`config.mk`:
```
export PLATFORM = sky130hd
export DESIGN_NAME = rf_tx_serializer
export DESIGN_NICKNAME = d
export VERILOG_FILES = /design/src/rtl/rf_tx_serializer.sv
export SDC_FILE = /design/constraint.sdc
export NUM_CORES = 1
export LEC_CHECK = 0
export ABC_AREA = 1
export BUFFER_PORTS_ARGS = -buffer_cell sky130_fd_sc_hd__buf_2
export CAP_MARGIN = 10
export CELL_PAD_IN_SITES_DETAIL_PLACEMENT = 1
export CELL_PAD_IN_SITES_GLOBAL_PLACEMENT = 2
export CORE_MARGIN = 5
export CORE_UTILIZATION = 34
export CTS_CLUSTER_DIAMETER = 200
export DETAILED_ROUTE_END_ITERATION = 7
export GPL_TIMING_DRIVEN = 0
export PLACE_DENSITY_LB_ADDON = 0.25
export SLEW_MARGIN = 30
export SYNTH_ARGS = -nofsm -noshare
export SYNTH_HDL_FRONTEND = slang
export SYNTH_SLANG_ARGS = --single-unit
```
`constraint.sdc`:
```
create_clock -name clk -period 4.47 [get_ports clk]
set_clock_uncertainty 0.2 [all_clocks]
set_input_delay 0.2235 -clock clk [delete_from_list [all_inputs] [get_ports clk]]
set_output_delay 0.2235 -clock clk [all_outputs]
set_load 0.01 [all_outputs]
```
`src/rtl/rf_tx_serializer.sv`:
```
// Serial RF transmitter: captures a DATA_WIDTH payload on a synchronised start edge and shifts it out MSB-first in NRZ or Manchester.
// Define RF_TX_PREAMBLE_EN to prepend an 8-bit 0xAA preamble (state PRE); without it IDLE goes straight to DATA.
module rf_tx_serializer #(
    parameter int BIT_CYCLES = 4,
    parameter int DATA_WIDTH = 32
) (
    input  logic                  clk,
    input  logic                  resetn,
    input  logic                  rf_tx_start,
    input  logic                  rf_tx_mode,
    input  logic                  rf_power_domain,
    input  logic [DATA_WIDTH-1:0] rf_tx_data,
    output logic                  rf_tx_done,
    output logic                  tx_out,
    output logic                  tx_en,
    output logic                  tx_busy,
    output logic [1:0]            dbg_state_o
);
    localparam int CW = $clog2(DATA_WIDTH + 1);
    localparam int PW = $clog2(BIT_CYCLES);
    localparam logic [PW-1:0] LAST_CYC = PW'(BIT_CYCLES - 1);
    localparam logic [PW-1:0] HALF_CYC = PW'(BIT_CYCLES / 2);
    localparam logic [CW-1:0] LAST_BIT = CW'(DATA_WIDTH - 1);

    typedef enum logic [1:0] {
        IDLE = 2'd0,
`ifdef RF_TX_PREAMBLE_EN
        PRE  = 2'd1,
`endif
        DATA = 2'd2,
        DONE = 2'd3
    } state_t;

    logic start_meta_q, start_s_q, start_prev_q;
    logic pwr_meta_q, pwr_s_q;
    logic [1:0] vld_q;
    logic start_rise;

    state_t                state_q, state_d;
    logic [DATA_WIDTH-1:0] shift_q, shift_d;
    logic                  mode_q, mode_d;
    logic [PW-1:0]         cyc_q, cyc_d;
    logic [CW-1:0]         bit_cnt_q, bit_cnt_d;
`ifdef RF_TX_PREAMBLE_EN
    logic [2:0]            pre_cnt_q, pre_cnt_d;
`endif
    logic                  line_bit;
    logic                  on_line;

    // start_prev_q resets high and only tracks start_s once the synchroniser holds
    // real samples, so a start held through reset never looks like a rising edge.
    always_ff @(posedge clk or negedge resetn) begin
        if (!resetn) begin
            start_meta_q <= 1'b0;
            start_s_q    <= 1'b0;
            pwr_meta_q   <= 1'b0;
            pwr_s_q      <= 1'b0;
            vld_q        <= 2'b00;
            start_prev_q <= 1'b1;
        end else begin
            start_meta_q <= rf_tx_start;
            start_s_q    <= start_meta_q;
            pwr_meta_q   <= rf_power_domain;
            pwr_s_q      <= pwr_meta_q;
            vld_q        <= {vld_q[0], 1'b1};
            if (vld_q[1]) begin
                start_prev_q <= start_s_q;
            end
        end
    end

    assign start_rise = start_s_q & ~start_prev_q;

    always_ff @(posedge clk or negedge resetn) begin
        if (!resetn) begin
            state_q   <= IDLE;
            shift_q   <= '0;
            mode_q    <= 1'b0;
            cyc_q     <= '0;
            bit_cnt_q <= '0;
`ifdef RF_TX_PREAMBLE_EN
            pre_cnt_q <= '0;
`endif
        end else begin
            state_q   <= state_d;
            shift_q   <= shift_d;
            mode_q    <= mode_d;
            cyc_q     <= cyc_d;
            bit_cnt_q <= bit_cnt_d;
`ifdef RF_TX_PREAMBLE_EN
            pre_cnt_q <= pre_cnt_d;
`endif
        end
    end

    always_comb begin
        state_d   = state_q;
        shift_d   = shift_q;
        mode_d    = mode_q;
        cyc_d     = cyc_q;
        bit_cnt_d = bit_cnt_q;
`ifdef RF_TX_PREAMBLE_EN
        pre_cnt_d = pre_cnt_q;
`endif
        case (state_q)
            IDLE: begin
                if (start_rise && pwr_s_q) begin
                    shift_d   = rf_tx_data;
                    mode_d    = rf_tx_mode;
                    cyc_d     = '0;
                    bit_cnt_d = '0;
`ifdef RF_TX_PREAMBLE_EN
                    pre_cnt_d = '0;
                    state_d   = PRE;
`else
                    state_d   = DATA;
`endif
                end
            end
`ifdef RF_TX_PREAMBLE_EN
            PRE: begin
                if (!pwr_s_q) begin
                    state_d = IDLE;
                end else if (cyc_q == LAST_CYC) begin
                    cyc_d = '0;
                    if (pre_cnt_q == 3'd7) begin
                        state_d = DATA;
                    end else begin
                        pre_cnt_d = pre_cnt_q + 3'd1;
                    end
                end else begin
                    cyc_d = cyc_q + PW'(1);
                end
            end
`endif
            DATA: begin
                if (!pwr_s_q) begin
                    state_d = IDLE;
                end else if (cyc_q == LAST_CYC) begin
                    cyc_d = '0;
                    if (bit_cnt_q == LAST_BIT) begin
                        state_d = DONE;
                    end else begin
                        bit_cnt_d = bit_cnt_q + CW'(1);
                        shift_d   = shift_q << 1;
                    end
                end else begin
                    cyc_d = cyc_q + PW'(1);
                end
            end
            DONE: begin
                if (!pwr_s_q || !start_s_q) begin
                    state_d = IDLE;
                end
            end
            default: state_d = IDLE;
        endcase
    end

    // 0xAA read MSB-first alternates 1,0,... so the preamble bit is the inverted count LSB.
`ifdef RF_TX_PREAMBLE_EN
    assign line_bit = (state_q == PRE) ? ~pre_cnt_q[0] : shift_q[DATA_WIDTH-1];
    assign on_line  = (state_q == PRE) || (state_q == DATA);
`else
    assign line_bit = shift_q[DATA_WIDTH-1];
    assign on_line  = (state_q == DATA);
`endif

    assign tx_en       = on_line;
    assign tx_out      = on_line & (mode_q ? ((cyc_q < HALF_CYC) ? ~line_bit : line_bit) : line_bit);
    assign tx_busy     = (state_q != IDLE);
    assign rf_tx_done  = (state_q == DONE);
    assign dbg_state_o = state_q;
endmodule

```
==> impl_results.md <==
* Sort of element at the start of the critical path: flop
* Final Slew Violations at 0
* Post-synthesis instance area at about 0.0025 mm²
* Synth area leader: dfrtp_1
* Largest fanout on the critical path at 10
* Hold violation count in the final report at 0
* Result of the run: complete, no violations
* Net switching power of the design at about 0.00086 W
* Number of buffers added for setup after CTS at 0
* Iter 0 DRT Violations at just over 80
* Number of antenna violations at the first check in global routing at 0
* Sequential power share at 0.372
* Buf+Inv Stages, Crit Path at 3
* Total number of yosys warnings at 0
* Horizontal die dimension at about 96 µm
* F_max at 467.6 MHz
* Met2 routed wirelength at 2874 µm
* Via density per instance at 4.592
* Initial standard-cell utilization of the core at 0.3491
* Maximum number of pins on one net before global-route repair at between 50 and 60
* Uppermost routed layer: met4
* Critical path depth in cells at 5
* Net count after synthesis at 382
* Wire length on met3 at ~220 µm
* Tcrit/Tclk final at 0.4785
* Clock Power Share at 0.148
* Fraction of final layout cells sized beyond drive strength 1 at 0.1784
* Cell-by-cell listing of the critical path: inv_1, nand2_2, clkbuf_1, nor3_1, buf_2
* Cell at the root of the clock tree: clkbuf_8
* Post-Route Utilization at 0.4156
* Kind of end point of the critical path: output port
* Maxcap violations at 0
* Global router's overall resource usage at 0.1523
* Required time of the worst setup path at between 4 and 5 ns
* Final instance area at ~0.003 mm²
* Slowest Stage Delay on Critical Path at approximately 0.45 ns
* Total of buffers placed on input and output ports at 42
* Fraction of power spent switching nets at 0.4524
* Worst Reg-to-Reg Cells at 7
* Final routed wire length divided by cell count at roughly 13 µm
* Power density over the cells at about 630 mW/mm²
* Number of global-route vias before repair at about 2400
* Type of the most critical hold path: in2reg
* Synthesized instance count at between 300 and 400
* DRT met1 WL at 3175 µm
* Overall die area at a little over 0.009 mm²
* Placement Rows at 31
* Via count at roughly 2300
* CTS clk-pin slew, worst paths at ~0.10 ns
* Minimum clock period after layout at approximately 2.1 ns
* Worst path top cell family by delay: buffers and inverters
* Hold path cells at 5
* Detailed placement HPWL at 4472 µm
* Fillcell total at 950
* #FFs+latches synth at 50
* DP Area at between 0.002 and 0.003 mm²
* Share of flip-flops with an asynchronous set or reset after synthesis at 1.000
* Most used flip-flop cell after synthesis: dfrtp_1
* Number of enable-type register cells in the synthesized netlist at 0
* Synth Area per Inst at around 7.4 µm²
* Final TNS setup at 0 ns
* Count of H-tree levels built during CTS at 2
* Sequential-to-total area share from yosys stat at 0.4946
* Die outline height at just under 100 µm
* Number of placed I/O pins at 43
* Wire length after detailed routing at roughly 6300 µm
* Transition time at the pin with the least slew margin at ~0.66 ns
* Post-layout net count at 436
* Area of the core region at roughly 0.0073 mm²
* Number of antenna cells inserted at 0
* Bufs on Longest Clock Path at 2
* CTS tree: built
* Type of the worst setup path: reg2out
* TritonCTS Sinks at 50
* Worst rel slew slack at 0.5607
* Internal Pwr Total at between 0.001 and 0.0015 W
* Cell types with the largest area share after synthesis: dfrtp_1 (48%), nand2_1 (28%), nand3_1 (8.5%)
* Drt first pass iters at 4
* Setup-failing EPs final at 0
* Portion of synthesized cell area occupied by the leading cell type at 0.4842
* Area grow syn2layout at 19.02%
* Data arrival time of the critical path at about 1.7 ns
* Combinational cell fraction of total power at 0.481
* Unique cell type count in the Yosys netlist at 27
* Overflow left after global routing at 0
* Routability cong. at ~0.73
* Residual antenna-violating net count after detailed routing at 0
* Wire length of the first global-routing pass at approximately 11000 µm
* Leakage component of the power at ~1.7 nW
* Worst vdd ir at between 0.2 and 0.25 mV
* Slowest library cell on the worst path: clkbuf_1
* Number of CTS-inserted buffers at 5
* Worst-Skew Late Latency at around 0.30 ns
* DRC at 0
* Setup repair after global routing missed its margin: no
==> tightest hold or removal path, delay by kind of cell <==
family | cells | cell delay, ns
buffers and inverters | 1 | 0.07
and+or+nand+nor | 4 | 0.22
==> cells in the final DEF (no fill, tap or decap), drive strengths merged <==
master	netlist	final
ha	2	2
conb	1	1
mux2	1	1
dfrtp	49	49
clkbuf	5	11
clkinvlp	0	1
o211ai	1	1
nor3b	1	1
o21bai	1	1
nand2	194	194
buf	11	53
a21oi	1	1
and3	1	1
nor2	11	11
inv	13	13
dfstp	1	1
dlygate4sd3	0	5
o21ai	2	2
clkinv	0	1
xor2	1	1
nand3	44	44
nor3	1	1
o31ai	1	1
nand4	1	1
==> power groups by stage <==
stage	Combinational (W)	Clock (W)	Sequential [W]
2_1_floorplan	0.000667	0	0.000701
4_1_cts	0.000948	0.000295	0.000712
6_report	0.000919	0.000282	0.000711
3_3_place_gp	0.000925	0	0.000714
3_5_place_dp	0.000940	0	0.000720
5_1_grt	0.00108	0.000315	0.000734
==> registers in the layout, indices dropped and copies added, names as in the netlist, 2 cells and up <==
name         count
shift_q         32
bit_cnt_q        6
cyc_q            2
dbg_state_o      2
vld_q            2
==> synthesized netlist by cell type (2+ instances only) <==
cell type and count:
clkbuf_1 5, buf_6 3, buf_2 8, nand2_1 189, o21ai_0 2, nand2_4 2, ha_1 2, nor2_1 10
inv_1 12, dfrtp_1 49, nand2_2 3, nand3_1 43
==> logic make-up (layout without fill, tap and decap cells) <==
| kind of cell | Yosys count | count (layout) | share of synthesized area |
|---|---|---|---|
| and+or+nand+nor | 253 | 253 | 0.4145 |
| DFF | 50 | 50 | 0.4946 |
| buffers and inverters | 29 | 84 | 0.05682 |
| AOI/OAI and AO/OA | 6 | 6 | 0.01482 |
| adders and majority gates | 2 | 2 | 0.009880 |
| other | 1 | 1 | 0.001481 |
| xor gates and xnor gates | 1 | 1 | 0.003459 |
| muxes | 1 | 1 | 0.004446 |
==> final timing paths <==
| path | slack (ns) | startpoint | to |
|---|---|---|---|
| setup / recovery | 2.33 | dbg_state_o[0] | tx_out |
| hold / removal | 0.05 | rf_tx_data[23] | shift_q[23] |
| setup reg to reg | 2.43 | bit_cnt_q[0] | shift_q[4] |
| hold reg to reg | 0.16 | vld_q[0] | vld_q[1] |
| max in group asynchronous | 3.34 | resetn | shift_q[14] |
| min in group asynchronous | 0.28 | resetn | start_s_q |
==> metal layers <==
metal,vias up,track usage
met5,-,0
met1,1070,0.2063
met3,4,0.02815
li1,1175,-
met4,0,0.03505
met2,33,0.2524
==> metrics by stage <==
stage | hold slack [ns] | worst slack, ns | cells | total power (W)
floorplan | -0.2721 | 2.820 | 343 | 0.001368
global placement | 0.1314 | 2.433 | 484 | 0.001639
detailed placement | 0.1049 | 2.429 | 484 | 0.001660
CTS | 0.03914 | 2.274 | 497 | 0.001954
global route | 0.06330 | 2.207 | 497 | 0.002130
finish | 0.04623 | 2.331 | 497 | 0.001911
==> cell type report <==
cell class / count / area (µm²) / share of cell area
multi-input combinational: 264 / 1136 / 0.3769
buffer: 16 / 92.59 / 0.03072
clock inverter: 2 / 12.51 / 0.004151
sequential: 50 / 1252 / 0.4155
inverter: 13 / 51.30 / 0.01702
tap: 99 / 123.9 / 0.04110
timing repair buffer: 47 / 262.8 / 0.08717
clock buffer: 6 / 82.58 / 0.02740
==> repair_timing <==
action / CTS / global route
resized for setup: 0 / 0
hold buffers: 5 / 0
endpoints found under the hold margin: 53 / 0
(Power assumes the default switching activity.)
